File: src/rtl/rx_status_sched_if.sv
// Status-queue client bus for rx_status_sched: head entry, occupancy and the pop acknowledge.
interface rx_status_sched_if #(
    parameter int LEN_W = 16,
    parameter int LVL_W = 3
);
    // Handshake: an entry is transferred on every rxclk edge where status_valid and
    // status_ack are both high; while valid is high without ack, good/len hold steady.
    // An ack while valid is low has no effect.
    logic             status_valid;
    logic             status_good;
    logic [LEN_W-1:0] status_len;
    logic [LVL_W-1:0] status_level;
    logic             status_ack;

    modport master (
        output status_valid,
        output status_good,
        output status_len,
        output status_level,
        input  status_ack
    );

    modport slave (
        input  status_valid,
        input  status_good,
        input  status_len,
        input  status_level,
        output status_ack
    );
endinterface

File: src/rtl/rx_status_sched.sv
// Rx enable scheduler and per-frame status FIFO beside the rx engine.
// Define RX_STATUS_STATS_EN to build the good/bad frame counters.
module rx_status_sched #(
    parameter int DEPTH   = 4,
    parameter int RESERVE = 2,
    parameter int LEN_W   = 16,
    parameter int STAT_W  = 16,
    localparam int PTR_W  = $clog2(DEPTH),
    localparam int LVL_W  = $clog2(DEPTH) + 1
) (
    input  logic               rxclk,
    input  logic               reset,
    input  logic               cfg_rx_en,
    input  logic               recv_end,
    input  logic               wait_crc_check,
    input  logic               good_frame_get,
    input  logic               bad_frame_get,
    input  logic [LEN_W-1:0]   rx_byte_cnt,
    output logic               recv_enable,
    rx_status_sched_if.master  st,
    output logic [STAT_W-1:0]  drop_cnt,
    output logic [STAT_W-1:0]  good_cnt,
    output logic [STAT_W-1:0]  bad_cnt,
    output logic [1:0]         fsm_state
);

    typedef enum logic [1:0] {
        S_OFF      = 2'd0,
        S_ON       = 2'd1,
        S_THROTTLE = 2'd2
    } state_t;

    state_t state_q, state_d;

    logic [LEN_W:0]     mem_q [DEPTH];
    logic [LEN_W:0]     mem_d [DEPTH];
    logic [PTR_W-1:0]   wr_ptr_q, wr_ptr_d;
    logic [PTR_W-1:0]   rd_ptr_q, rd_ptr_d;
    logic [LVL_W-1:0]   level_q, level_d;
    logic [STAT_W-1:0]  drop_q, drop_d;

    logic               ev, entry_good, full, pop, push, ok;
    logic [LVL_W:0]     used;
    logic [LEN_W:0]     head;

    // FIFO datapath: a pop frees the slot in the same cycle, so a full queue
    // still accepts a push when the client acks alongside it.
    always_comb begin
        ev         = good_frame_get | bad_frame_get;
        entry_good = good_frame_get & ~bad_frame_get;
        full       = (level_q == LVL_W'(DEPTH));
        pop        = (level_q != '0) & st.status_ack;
        push       = ev & (~full | pop);

        mem_d = mem_q;
        if (push) begin
            mem_d[wr_ptr_q] = {entry_good, rx_byte_cnt};
        end
        wr_ptr_d = wr_ptr_q + PTR_W'(push);
        rd_ptr_d = rd_ptr_q + PTR_W'(pop);
        level_d  = level_q + LVL_W'(push) - LVL_W'(pop);

        drop_d = drop_q;
        if (ev && full && !pop && !(&drop_q)) begin
            drop_d = drop_q + STAT_W'(1);
        end
    end

    // A pending FCS verdict will need a slot, so it counts as occupied.
    always_comb begin
        used = {1'b0, level_q} + (LVL_W + 1)'(wait_crc_check);
        ok   = cfg_rx_en && ((int'(used) + RESERVE) <= DEPTH);
    end

    always_ff @(posedge rxclk or posedge reset) begin
        if (reset) begin
            for (int i = 0; i < DEPTH; i++) begin
                mem_q[i] <= '0;
            end
            wr_ptr_q <= '0;
            rd_ptr_q <= '0;
            level_q  <= '0;
            drop_q   <= '0;
        end else begin
            mem_q    <= mem_d;
            wr_ptr_q <= wr_ptr_d;
            rd_ptr_q <= rd_ptr_d;
            level_q  <= level_d;
            drop_q   <= drop_d;
        end
    end

    always_ff @(posedge rxclk or posedge reset) begin
        if (reset) begin
            state_q <= S_OFF;
        end else begin
            state_q <= state_d;
        end
    end

    // Leaving ON is only allowed at a frame boundary (recv_end high).
    always_comb begin
        state_d = state_q;
        case (state_q)
            S_OFF: begin
                if (ok && recv_end) state_d = S_ON;
            end
            S_ON: begin
                if (recv_end && !cfg_rx_en) state_d = S_OFF;
                else if (recv_end && !ok)   state_d = S_THROTTLE;
            end
            S_THROTTLE: begin
                if (!cfg_rx_en)         state_d = S_OFF;
                else if (ok && recv_end) state_d = S_ON;
            end
            default: state_d = S_OFF;
        endcase
    end

    always_comb begin
        recv_enable     = (state_q == S_ON);
        fsm_state       = state_q;
        head            = mem_q[rd_ptr_q];
        st.status_valid = (level_q != '0);
        st.status_good  = st.status_valid & head[LEN_W];
        st.status_len   = st.status_valid ? head[LEN_W-1:0] : '0;
        st.status_level = level_q;
        drop_cnt        = drop_q;
    end

`ifdef RX_STATUS_STATS_EN
    logic [STAT_W-1:0] good_q, good_d;
    logic [STAT_W-1:0] bad_q, bad_d;

    // Only entries that made it into the FIFO are classified; drops are counted separately.
    always_comb begin
        good_d = good_q;
        bad_d  = bad_q;
        if (push && entry_good && !(&good_q)) good_d = good_q + STAT_W'(1);
        if (push && !entry_good && !(&bad_q)) bad_d = bad_q + STAT_W'(1);
    end

    always_ff @(posedge rxclk or posedge reset) begin
        if (reset) begin
            good_q <= '0;
            bad_q  <= '0;
        end else begin
            good_q <= good_d;
            bad_q  <= bad_d;
        end
    end

    assign good_cnt = good_q;
    assign bad_cnt  = bad_q;
`else
    assign good_cnt = '0;
    assign bad_cnt  = '0;
`endif

endmodule

File: src/flat_wrapper.sv
// flat-port wrapper written by rule: the top's interface ports become plain ports
module rx_status_sched_flat 
#(
    parameter int DEPTH   = 4,
    parameter int RESERVE = 2,
    parameter int LEN_W   = 16,
    parameter int STAT_W  = 16,
    localparam int PTR_W  = $clog2(DEPTH),
    localparam int LVL_W  = $clog2(DEPTH) + 1
)
  (rxclk, reset, cfg_rx_en, recv_end, wait_crc_check, good_frame_get, bad_frame_get, rx_byte_cnt, recv_enable, drop_cnt, good_cnt, bad_cnt, fsm_state, st_status_valid, st_status_good, st_status_len, st_status_level, st_status_ack);
  rx_status_sched_if #(.LEN_W(LEN_W), .LVL_W((3))) st_i ();
  input  logic rxclk;
  input  logic reset;
  input  logic cfg_rx_en;
  input  logic recv_end;
  input  logic wait_crc_check;
  input  logic good_frame_get;
  input  logic bad_frame_get;
  input  logic [LEN_W-1:0] rx_byte_cnt;
  output logic recv_enable;
  output logic [STAT_W-1:0] drop_cnt;
  output logic [STAT_W-1:0] good_cnt;
  output logic [STAT_W-1:0] bad_cnt;
  output logic [1:0] fsm_state;
  output wire logic [$bits(st_i.status_valid)-1:0] st_status_valid;
  output wire logic [$bits(st_i.status_good)-1:0] st_status_good;
  output wire logic [$bits(st_i.status_len)-1:0] st_status_len;
  output wire logic [$bits(st_i.status_level)-1:0] st_status_level;
  input wire logic [$bits(st_i.status_ack)-1:0] st_status_ack;
  assign st_status_valid = st_i.status_valid;
  assign st_status_good = st_i.status_good;
  assign st_status_len = st_i.status_len;
  assign st_status_level = st_i.status_level;
  assign st_i.status_ack = st_status_ack;
  rx_status_sched #(.DEPTH(DEPTH), .RESERVE(RESERVE), .LEN_W(LEN_W), .STAT_W(STAT_W)) u_core (.rxclk(rxclk), .reset(reset), .cfg_rx_en(cfg_rx_en), .recv_end(recv_end), .wait_crc_check(wait_crc_check), .good_frame_get(good_frame_get), .bad_frame_get(bad_frame_get), .rx_byte_cnt(rx_byte_cnt), .recv_enable(recv_enable), .st(st_i), .drop_cnt(drop_cnt), .good_cnt(good_cnt), .bad_cnt(bad_cnt), .fsm_state(fsm_state));
endmodule
File: config.mk
export PLATFORM = sky130hd
export DESIGN_NAME = rx_status_sched_flat
export DESIGN_NICKNAME = d
export VERILOG_FILES = /design/src/rtl/rx_status_sched_if.sv /design/src/rtl/rx_status_sched.sv /design/src/flat_wrapper.sv
export SDC_FILE = /design/constraint.sdc
export NUM_CORES = 1
export LEC_CHECK = 0
export ABC_AREA = 1
export BUFFER_PORTS_ARGS = -buffer_cell sky130_fd_sc_hd__buf_2
export CORE_ASPECT_RATIO = 0.7
export CORE_MARGIN = 3
export CORE_UTILIZATION = 50
export CTS_CLUSTER_DIAMETER = 30
export DETAILED_ROUTE_END_ITERATION = 7
export MAX_ROUTING_LAYER = met4
export PLACE_DENSITY = 0.84
export SYNTH_ARGS = -nofsm -noshare
export SYNTH_HDL_FRONTEND = slang
export SYNTH_SLANG_ARGS = --single-unit
File: constraint.sdc
create_clock -name rxclk -period 3.04 [get_ports rxclk]
set_input_delay 0.456 -clock rxclk [delete_from_list [all_inputs] [get_ports rxclk]]
set_output_delay 0.456 -clock rxclk [all_outputs]
set_load 0.01 [all_outputs]
==> impl.org, run 1 <==
** Routing
- Routed length per placed instance :: 13.3 um
- Once detail routing completed, the nets flagged for antenna violations numbered 0.
- Summed over all layers, the routed wires come to 10,700 um.
- The first routing iteration left 336 violations.
- In the routed design, unresolved DRC markers number 0.
- Post-DR vias/cell :: 5.02
- Vias :: 4,047
- DR pass1 iterations :: 8

** Worst setup path
- At the worst endpoint, the arrival time is 1970 ps.
- The critical path starts at u_core.rd_ptr_q[0].
- Launching element type of the critical path :: flip-flop
- For the worst flop-to-flop path, the logic depth is 10.
- R2r setup slk :: 810 ps
- End of the worst register-to-register path :: u_core.st.status_level[2]
- STA classifies the critical path endpoint as a primary output.
- Crit path max fanout :: 17
- The worst register-to-register path begins at u_core.st.status_level[1].
- Endpoint required time on the critical path :: 2580 ps
- The critical path is of the reg2out type.

** Place
- Quantity of I/O buffers inserted on ports :: 63
- Total half-perimeter wirelength after legalization and detailed placement :: 7570 um
- RePlAce Congestion :: 0.823
- Prior to clock tree synthesis, the placed netlist has a worst setup slack of 818 ps.

** Floorplan
- Number of placed I/O pins :: 96
- In this run the core area contains 29 standard-cell rows.
- Width of the die :: 125 um
- The floorplan step set the die height to 89.5 um.
- The initial utilization of the core area, before any placement, comes to 0.532.
- In this run the standard cell core region covers 0.00936 mm^2.
- Die Area :: 0.0112 mm^2

** Power and ir drop
- IR Drop Worst-Case VDD :: 0.479 mV
- Power density over the cells :: 1030 mW/mm^2
- Leakage :: 0.00284 uW

** Timing
- Final worst-path setup slack :: 615 ps
- Headroom to the max-slew limit came out at 0.406.
- Clock Skews :: 4.51 ps
- Dividing the final minimum period by the clock period gives 0.798.
- The final count of hold timing violations came to 0.
- Measured slew at the worst slew-check pin :: 891 ps
- For the final routed database, the setup TNS stands at 0 ps.
- Setup repair after global routing missed its margin :: no
- The worst path needs 2420 ps of the cycle, external delays included.
- Timing would allow up to 412 MHz.
- Count of final setup violators :: 0
- Pins Over Slew Limit :: 0

** Yosys
- Cell with the most instances after synthesis :: nand2_1
- The synthesized design contains 0 enable-type register cells.
- Of the post-synthesis cell area, the dominant cell type holds 0.467.
- Distinct cell type count after synthesis :: 28
- The share of the Yosys chip area taken by registers is 0.467.
- Post-synthesis instance total :: 622
- Yosys printed 0 warnings.
- Mean instance size in the synthesized netlist :: 8.01 um^2
- FFs w/ async S/R, synth :: 1.00
- Synthesis inferred 93 register bits.
- By count the netlist is led by nand2_1 (168), dfrtp_1 (93), o21ai_0 (84).
- Synth Flop Type :: dfrtp_1
- Top area cells in the synthesized netlist :: dfrtp_1 (47%), nand2_1 (13%), o21ai_0 (8.4%), buf_4 (5.4%), inv_1 (5.1%)
- After synthesis the cells add up to 0.00498 mm^2.
- Summed over all instances, the cell type with the most area after synthesis is dfrtp_1.

** Clock tree
- CTS H-tree lvls :: 3
- In this run, post-CTS repair resized a total of 0 instances.
- CTS clock-pin slew for the worst setup and hold paths :: 70 ps
- CTS Hold Buffers Added :: 0
- Worst-Skew Late Latency :: 340 ps
- Post-CTS Repair Setup Buffers :: 0
- CTS tree :: yes
- CTS placed an instance of clkbuf_16 at the clock tree root.
- Counting every sink on the clock net gives 93.
- TritonCTS created 9 clock buffers.
- Maximum buffer depth of the clock tree :: 2

** Status
- The run finished with clean final reports.

** GRT
- Overall Global Routing Usage :: 0.206
- For this run the aggregate overflow at the end of global routing stands at 0.
- Via count of the first global-routing pass :: 3,810
- Number of antenna violations at the first check in global routing :: 0
- Wire length of the first global-routing pass :: 18,100 um
- Entering global routing, the biggest net connects 54 pins.

** Cells and area
- In the final layout, the share of cells above drive strength 1 is 0.158.
- Net total in the final layout :: 711
- Antenna diode instance count :: 0
- From synthesis to final layout, the design area changed by 10.7%.

** Min path
- The min-delay analysis places its worst path in the category in2async.

** Flow run
- The tool flagged a number of max-cap violations equal to 0.
logic make-up after synthesis:
kind of cell             synth area share
other                            0.000753
flip-flops                          0.467
adder cells (fa/ha/maj)            0.0266
AO/OA/AOI/OAI                       0.146
XOR/XNOR                           0.0123
AND/OR/NAND/NOR                     0.214
buffers and inverters               0.133
stage by stage:
stage / hold WS [ps] / util / total power (uW) / area, um^2 / cells
2_1_floorplan: 448 / - / 3930 / 5100 / 653
3_3_place_gp: 461 / 0.559 / 4520 / 5230 / 790
3_5_place_dp: 471 / 0.559 / 4670 / 5230 / 790
4_1_cts: 298 / 0.589 / 5740 / 5510 / 806
5_1_grt: 328 / 0.589 / 6230 / 5510 / 806
6_report: 267 / 0.589 / 5700 / 5510 / 806
worst max-delay path by stage:
stage	end	slack (ps)	cells after the start
finish	st_status_good	620	4
global route	st_status_len[11]	420	4
CTS	st_status_good	640	4
detailed placement	u_core.st.status_level[2]	820	10
global placement	u_core.st.status_level[2]	890	10
floorplan	u_core.drop_cnt[0]	160	1
where the power goes:
part	switching (uW)	internal [uW]
registers	393	1790
clock network	469	578
logic	1560	919
layer usage:
layer / global-route usage / wire length (um) / share of wire
met1: 0.264 / 4870 / 0.46
met2: 0.329 / 4980 / 0.47
met3: 0.0460 / 692 / 0.065
met4: 0.0699 / 161 / 0.015
met5: - / 0 / 0
sequential cells by signal (all words and copies together), names as in the netlist:
name / count
u_core.rd_ptr_q: 2
u_core.mem_q: 68
u_core.fsm_state: 2
u_core.wr_ptr_q: 2
u_core.drop_cnt: 16
u_core.st.status_level: 3
worst max-delay path, stage by stage, from the launching register on:
cell	delay [ps]
dfrtp_1	560
inv_1	460
o21ai_0	160
a21oi_1	260
buf_2	180
cell usage in the layout (no fill, tap or decap), types with 2 or more instances in the layout:
cell / instances
a21oi_1: 20
o21ai_1: 5
dfrtp_1: 93
clkbuf_16: 9
conb_1: 32
buf_4: 8
clkinv_2: 4
xor2_1: 7
inv_1: 66
nand2_1: 168
nand2_2: 3
nor2_4: 4
o21ai_2: 6
nand3_1: 11
o21ai_0: 84
inv_2: 2
nand4_1: 6
ha_1: 9
nor2_1: 53
buf_2: 63
nand3_4: 3
o211ai_1: 17
cell type report:
cell class / count / area (um^2)
inverters: 71 / 269
repair buffers: 71 / 375
multi-input cells: 431 / 2110
flip-flops and latches: 93 / 2330
clock buffers: 11 / 243
clock inverters: 5 / 35.0
fillers: 840 / 3850
well taps: 124 / 155
No activity file was read; power rests on OpenSTA's default activity.
==> inputs of run 2 (changes only) <==
- clock period: 3.04 -> 2 ns (I/O delays scaled with it)
==> run 2 against run 1 <==
Worst hold slack got worse by 240 ps. Total power rose by 59%. Core utilization rose by 1.9 points. Critical path depth rose by 1. Via count rose by 3.3%. Combinational power rose by 65%. Die area did not move. Sequential power rose by 50%.
==> impl.org, run 2 (synthesis gave the netlist of run 1 again) <==
** Status
- Status :: completed

** Floorplan
- The die area was 0.0112 mm^2 (unchanged).
- The x dimension of the die is 125 um (unchanged).
- The core footprint came to 0.00936 mm^2 (unchanged).
- The starting density of the core was 0.532 (unchanged).
- The number of top-level pins is 96 (unchanged).
- The number of placement rows was 29 (unchanged).
- The die span in y is 89.5 um (unchanged).

** Cells and area
- Register with the most flip-flops :: u_core.mem_q
- Most common cell after layout, fill and taps aside :: nand2_1
- Area growth syn-to-layout :: 14.3%
- The flip-flop count of the largest register, all copies and words added is 68 (unchanged).
- Net total in the final layout :: 720 (+1.3%)
- Share of post-route cells with drive strength above 1 :: 0.179 (+0.0211)
- Leaving out fill and tap cells, the most frequent cells in the layout are nand2_1 (167), dfrtp_1 (92), o21ai_0 (84).
- Final core occ :: 0.608 (+0.0194)
- FILL cells :: 827 (-1.5%)
- The antenna cell count was 0 (unchanged).

** Worst setup path
- Endpoint required time on the critical path :: 1700 ps (-880 ps)
- Crit path max fanout :: 17 (unchanged)
- Category of the critical setup timing path :: reg2out
- Launching element type of the critical path :: flip-flop
- The maximum cell stage delay along the critical path was 460 ps (-100 ps).
- Traced cell by cell, the critical path runs through clkinvlp_4 -> buf_12 -> o21ai_0 -> a21oi_1 -> buf_2.
- R2r setup slk :: 140 ps (-670 ps)
- For this design, the slowest cell found on the critical path is dfrtp_2.
- The arrival time at the worst endpoint is 1620 ps (-350 ps).
- Kind of end point of the critical path :: primary output

** Timing
- Pins Over Slew Limit :: 0 (unchanged)
- The final count of hold timing violations came to 0 (unchanged).
- Max Fclk :: 522 MHz
- Worst slew margin relative to its limit :: 0.597 (+0.191)
- The largest clock skew in the final design is 5.14 ps (+0.635 ps).
- The final setup violation count is 0 (unchanged).
- The routed design could run at a clock period as short as 1920 ps.
- Setup repair after global routing could not meet its margin everywhere.
- Share of the clock period used by the worst path after layout :: 0.958
- Hold Slack :: 28.7 ps (-239 ps)
- Measured slew at the worst slew-check pin :: 604 ps (-287 ps)

** Clock tree
- The number of hold-repair buffers added at the cts stage was 0 (unchanged).
- CTS clock-pin slew for the worst setup and hold paths :: 60 ps (about the same)
- The maximum root-to-sink buffer count is 2 (unchanged).
- Worst-Skew Late Latency :: 350 ps (about the same)
- The level count of the clock H-tree was 3 (unchanged).
- Number of buffers created by CTS :: 9 (unchanged)
- The cell sitting at the root of the clock tree is a clkbuf_16.
- The clock net sink count is 93 (unchanged).
- TritonCTS built the clock tree.

** Power and ir drop
- The maximum vdd drop came to 1.20 mV (+150%).
- The leakage power was 0.00291 uW (+2.6%).
- Power density over the cells :: 1590 mW/mm^2 (+54%)

** Routing
- Vias :: 4,179 (+3.3%)
- Final routed wirelength across all metal layers :: 11,200 um (+4.8%)
- The final routed DRC violation total is 0 (unchanged).
- Count of routing violations after the opening detailed-route iteration :: 327 (-2.7%)
- The total iterations of the first detailed-routing run came to 4 (-4).
- Routed Antenna Nets :: 0 (unchanged)
- Routed length per placed instance :: 13.8 um (+3.6%)
- The vias per cell was 5.13 (+2.1%).

** Min path
- In this run the worst hold path is classified as in2async.

** Place
- Quantity of I/O buffers inserted on ports :: 63 (unchanged)
- The half-perimeter wire length after placement was 7790 um (+2.8%).
- RePlAce Congestion :: 0.892 (+8.4%)

** GRT
- Final global-route overflow total :: 0 (unchanged)
- The number of global-route vias before repair is 4,045 (+6.2%).
- The number of antenna violations at the first check in global routing is 0 (unchanged).
- The pin count of the biggest net entering global routing is 37 (-31%).
- Wire length of the first global-routing pass :: 18,800 um (+3.9%)
- Overall Global Routing Usage :: 0.218 (+0.0127)

** Flow run
- Max-cap violation count :: 0 (unchanged)
[run 2: cell count changes in the layout (fill, tap and decap cells not counted), sizes merged]
cell	change
buf	+9
bufinv	+1
clkbuf	+2
clkinv	-2
clkinvlp	+1
inv	-2
[run 2: critical path: cells and delay by family (launching register included)]
| family | cells | cell delay (ps) |
|---|---|---|
| buffers and inverters | 3 | 440 |
| AO/OA/AOI/OAI | 2 | 360 |
| flip-flops | 1 | 460 |
[run 2: worst paths after layout]
kind                                      startpoint                         to  depth (start not counted)
min reg2reg                         u_core.mem_q[41]           u_core.mem_q[41]                          2
min                                            reset           u_core.mem_q[13]                          2
max in group asynchronous                      reset         u_core.rd_ptr_q[0]                          3
max reg2reg                u_core.st.status_level[0]  u_core.st.status_level[2]                          9
min in group rxclk                    rx_byte_cnt[5]            u_core.mem_q[5]                          3
max                               u_core.rd_ptr_q[0]           st_status_len[7]                          5
[run 2: report_power, final]
group	switching [uW]	internal, uW
logic	2520	1560
registers	545	2720
clock network	675	1040
[run 2: metrics by stage]
stage	cells	area, um^2	setup TNS [ps]	power, uW	setup WS (ps)
2_1_floorplan	653	5120	-6.07	6020	-6.07
5_1_grt	815	5690	-19.7	9890	-11.1
4_1_cts	810	5640	0	9010	38.9
3_5_place_dp	793	5300	0	7170	117
6_report	815	5690	0	9050	84.6
3_3_place_gp	793	5300	0	6940	202
[run 2: area by class of cell]
class	instances	area, um^2	area share
clock inverters	3	43.8	0.00769
flip-flops and latches	93	2330	0.409
multi-input cells	431	2120	0.373
well taps	124	155	0.0273
repair buffers	80	500	0.0879
clock buffers	13	260	0.0457
inverters	71	280	0.0492
[run 2: metal layers]
layer  track usage  routed length (um)  share of wire  vias to the layer above
met3        0.0669                 815          0.073                       21
met5             -                   0              0                        -
li1              -                   -              -                     2038
met1         0.268                5080           0.45                     1965
met2         0.349                5140           0.46                      155
met4        0.0768                 190          0.017                        0
[run 2: repair_timing]
item | 4_1_cts | 5_1_grt
endpoints found under the setup margin | 8 | 14
resized for setup | 4 | 4
setup buffers | 1 | 5
pin swaps | 0 | 1
==> inputs of run 3 (changes only) <==
- CELL_PAD_IN_SITES_DETAIL_PLACEMENT: default -> 1
- CELL_PAD_IN_SITES_GLOBAL_PLACEMENT: default -> 1
- CORE_UTILIZATION: 50 -> 37
- PLACE_DENSITY: 0.84 -> 0.85
==> run 3 against run 2 <==
Total power is 0.56% higher. Sequential power barely moved. Count of clock-buffer cells in the layout down 4. First-iteration DRC count is 20% lower. Die area increased by 33%. Non-clock buffer count is 6 lower. Worst hold slack better by 56 ps.
==> impl.org, run 3 (synthesis gave the netlist of run 1 again) <==
** Status
- The run finished with clean final reports.

** Place
- Cell area after placement :: 0.00536 mm^2 (+1.1%)
- Placement-stage worst setup slack :: 131 ps (+13.9 ps)
- Quantity of I/O buffers inserted on ports :: 63 (unchanged)
- The half-perimeter wire length after placement is 8880 um (+14%).
- The last weighted congestion value of the routability-driven placer was 0.783 (-12%).

** Worst setup path
- Crit path max fanout :: 30 (+13)
- Depth of the most critical reg-to-reg path :: 9 (unchanged)
- Category of the critical setup timing path :: reg2out
- Cell repeated most along the worst path :: nor2_1
- The flop-to-flop setup slack was 130 ps (about the same).
- CP Data Arrival Time :: 1590 ps (-30 ps)
- Endpoint required time on the critical path :: 1700 ps (about the same)
- Critical path's slowest cell :: dfrtp_2
- Peak per-stage delay on the critical path :: 450 ps (about the same)
- Traced cell by cell, the critical path runs through buf_12 -> nor2_1 -> nor2_1 -> o21ai_0 -> a21oi_1 -> buf_2.
- The startpoint identified for the worst register-to-register timing path is u_core.st.status_level[0].
- The worst setup path is captured at a primary output.
- STA classifies the critical path startpoint as a flip-flop.
- End of the worst register-to-register path :: u_core.st.status_level[2]

** Floorplan
- Starting Density :: 0.390 (-0.142)
- The number of top-level pins came to 96 (unchanged).
- The die span in y came to 103 um (+15%).
- Standard cell core area :: 0.0128 mm^2 (+36%)
- Die Area :: 0.0149 mm^2 (+33%)
- Width of the die :: 145 um (+15%)
- The number of placement rows is 34 (+17%).

** GRT
- The number of antenna violations at the first check in global routing is 0 (unchanged).
- Final global-route overflow total :: 0 (unchanged)
- The met2 layer usage reported by global route came to 0.305 (-0.0442).
- The pin count of the biggest net entering global routing came to 94 (+150%).
- The global routing stage identified its most utilized layer as met2.
- The first-pass GRT wire length is 21,100 um (+12%).
- The total global-route track usage is 0.183 (-0.0355).
- The number of global-route vias before repair came to 4,280 (+5.8%).
- The routing usage on met1 is 0.229 (-0.0383).
- The routing usage on met3 was 0.0394 (-0.0275).

** Clock tree
- CTS Sinks :: 93 (unchanged)
- The post-CTS clock slew at the launch and capture registers of the worst setup and hold paths came to 60 ps (about the same).
- The cell sitting at the root of the clock tree is a clkbuf_16.
- CTS tree :: yes
- The level count of the clock H-tree came to 3 (unchanged).
- The maximum root-to-sink buffer count is 2 (unchanged).
- Number of buffers created by CTS :: 9 (unchanged)
- Worst-Skew Late Latency :: 340 ps (about the same)

** Routing
- Routed Antenna Nets :: 0 (unchanged)
- The vias per cell is 4.89 (-4.6%).
- Routed length per placed instance :: 15.1 um (+9.7%)
- The final routed wirelength across all metal layers came to 12,800 um (+14%).
- Count of routing violations after the opening detailed-route iteration :: 260 (-20%)
- The final routed DRC violation total came to 0 (unchanged).
- The via total after detailed routing is 4,140 (-0.93%).
- DR pass1 iterations :: 4 (unchanged)

** Cells and area
- Multi-input logic area :: 0.00212 mm^2 (unchanged)
- The area of all sequential standard cells came to 0.00233 mm^2 (unchanged).
- Net total in the final layout :: 714 (-0.83%)
- Cell area after layout :: 0.00567 mm^2 (-0.31%)
- Most common cell after layout, fill and taps aside :: nand2_1
- The area growth from synthesis to layout is 13.9%.
- Largest register FFs :: 68 (unchanged)
- Register with the most flip-flops :: u_core.mem_q
- The share of final-layout standard cells stronger than drive strength 1 is 0.173 (-0.00694).
- Commonest cells after routing, fill and taps aside :: nand2_1 (167), dfrtp_1 (92), o21ai_0 (84)
- Final core occ :: 0.445 (-0.163)
- The filler cell count in the final layout was 1,572 (+90%).
- Antenna diode instance count :: 0 (unchanged)

** Timing
- Share of the clock period used by the worst path after layout :: 0.944 (-0.0133)
- Measured slew at the worst slew-check pin :: 534 ps (-70.3 ps)
- Setup repair after global routing missed its margin :: no
- Pins Over Slew Limit :: 0 (unchanged)
- The final setup violation count was 0 (unchanged).
- The achievable clock frequency came to 529 MHz (+1.4%).
- The final count of hold timing violations was 0 (unchanged).
- The worst-case setup margin in the final layout came to 111 ps (+26.6 ps).
- Clock Skews :: 7.92 ps (+2.77 ps)
- The relative max-transition margin is 0.644 (+0.0477).
- The final critical delay including setup and external delays was 1890 ps (-26.6 ps).

** Min path
- The min-delay analysis places its worst path in the category in2async.

** Power and ir drop
- The maximum vdd drop came to 0.653 mV (-45%).
- Power density over the cells :: 1600 mW/mm^2 (+0.87%)
- The leakage power came to 0.00287 uW (-1.3%).

** Flow run
- Max-cap violation count :: 0 (unchanged)
## run 3: cell count changes in the layout (fill, tap and decap cells not counted), sizes merged
cell,before,now
clkinv,4,6
buf,80,73
clkbuf,13,10
inv,67,68
## run 3: how the worst max path moves through the flow
stage | start | endpoint | slack [ps] | cells past startpoint
after floorplan | u_core.st.status_level[0] | u_core.st.status_level[2] | -6 | 10
after global placement | u_core.st.status_level[0] | u_core.st.status_level[2] | 190 | 9
after detailed placement | u_core.st.status_level[0] | u_core.st.status_level[2] | 130 | 9
after CTS | u_core.rd_ptr_q[0] | st_status_len[0] | 30 | 6
after global routing | u_core.rd_ptr_q[0] | st_status_len[7] | 3 | 6
final | u_core.rd_ptr_q[0] | st_status_len[11] | 110 | 6
## run 3: worst max-delay path, delay by kind of cell, from the launching register on
family | cells | cell delay [ps]
buf+inv | 2 | 360
flops | 1 | 450
simple gates | 2 | 160
compound gates | 2 | 280
## run 3: repair_timing
| item | 4_1_cts | 5_1_grt |
|---|---|---|
| resized for setup | 1 | 3 |
| buffers inserted | 0 | 2 |
| hold buffers | 0 | 0 |
| setup endpoints to repair | 12 | 16 |
| gates cloned | 0 | 0 |
| pin swaps | 0 | 0 |
## run 3: metrics by stage
stage / cells / hold slack [ps] / power, uW / setup TNS, ps
6_report: 846 / 84.9 / 9100 / 0
5_1_grt: 846 / 142 / 9910 / 0
4_1_cts: 844 / 128 / 9180 / 0
3_5_place_dp: 829 / 468 / 7420 / 0
3_3_place_gp: 829 / 460 / 7090 / 0
2_1_floorplan: 653 / 421 / 6020 / -6.07
## run 3: final cells by class
| class | count | area share |
|---|---|---|
| sequential | 93 | 0.410 |
| multi-input combinational | 431 | 0.374 |
| inverter | 71 | 0.0487 |
| timing repair buffer | 74 | 0.0798 |
| tap | 162 | 0.0357 |
| clock buffer | 9 | 0.0397 |
| clock inverter | 6 | 0.0115 |
## run 3: layer usage
metal / up-vias / part of all wire / routed length [um]
met4: 0 / 0.011 / 144
met3: 14 / 0.043 / 551
met1: 2024 / 0.45 / 5720
met5: - / 0 / 0
met2: 77 / 0.50 / 6360
li1: 2025 / - / -
## run 3: where the power goes
part	internal, uW	leakage (uW)	switching, uW
Sequential	2720	0.00117	564
Combinational	1540	0.00157	2590
Clock	962	0.000141	738
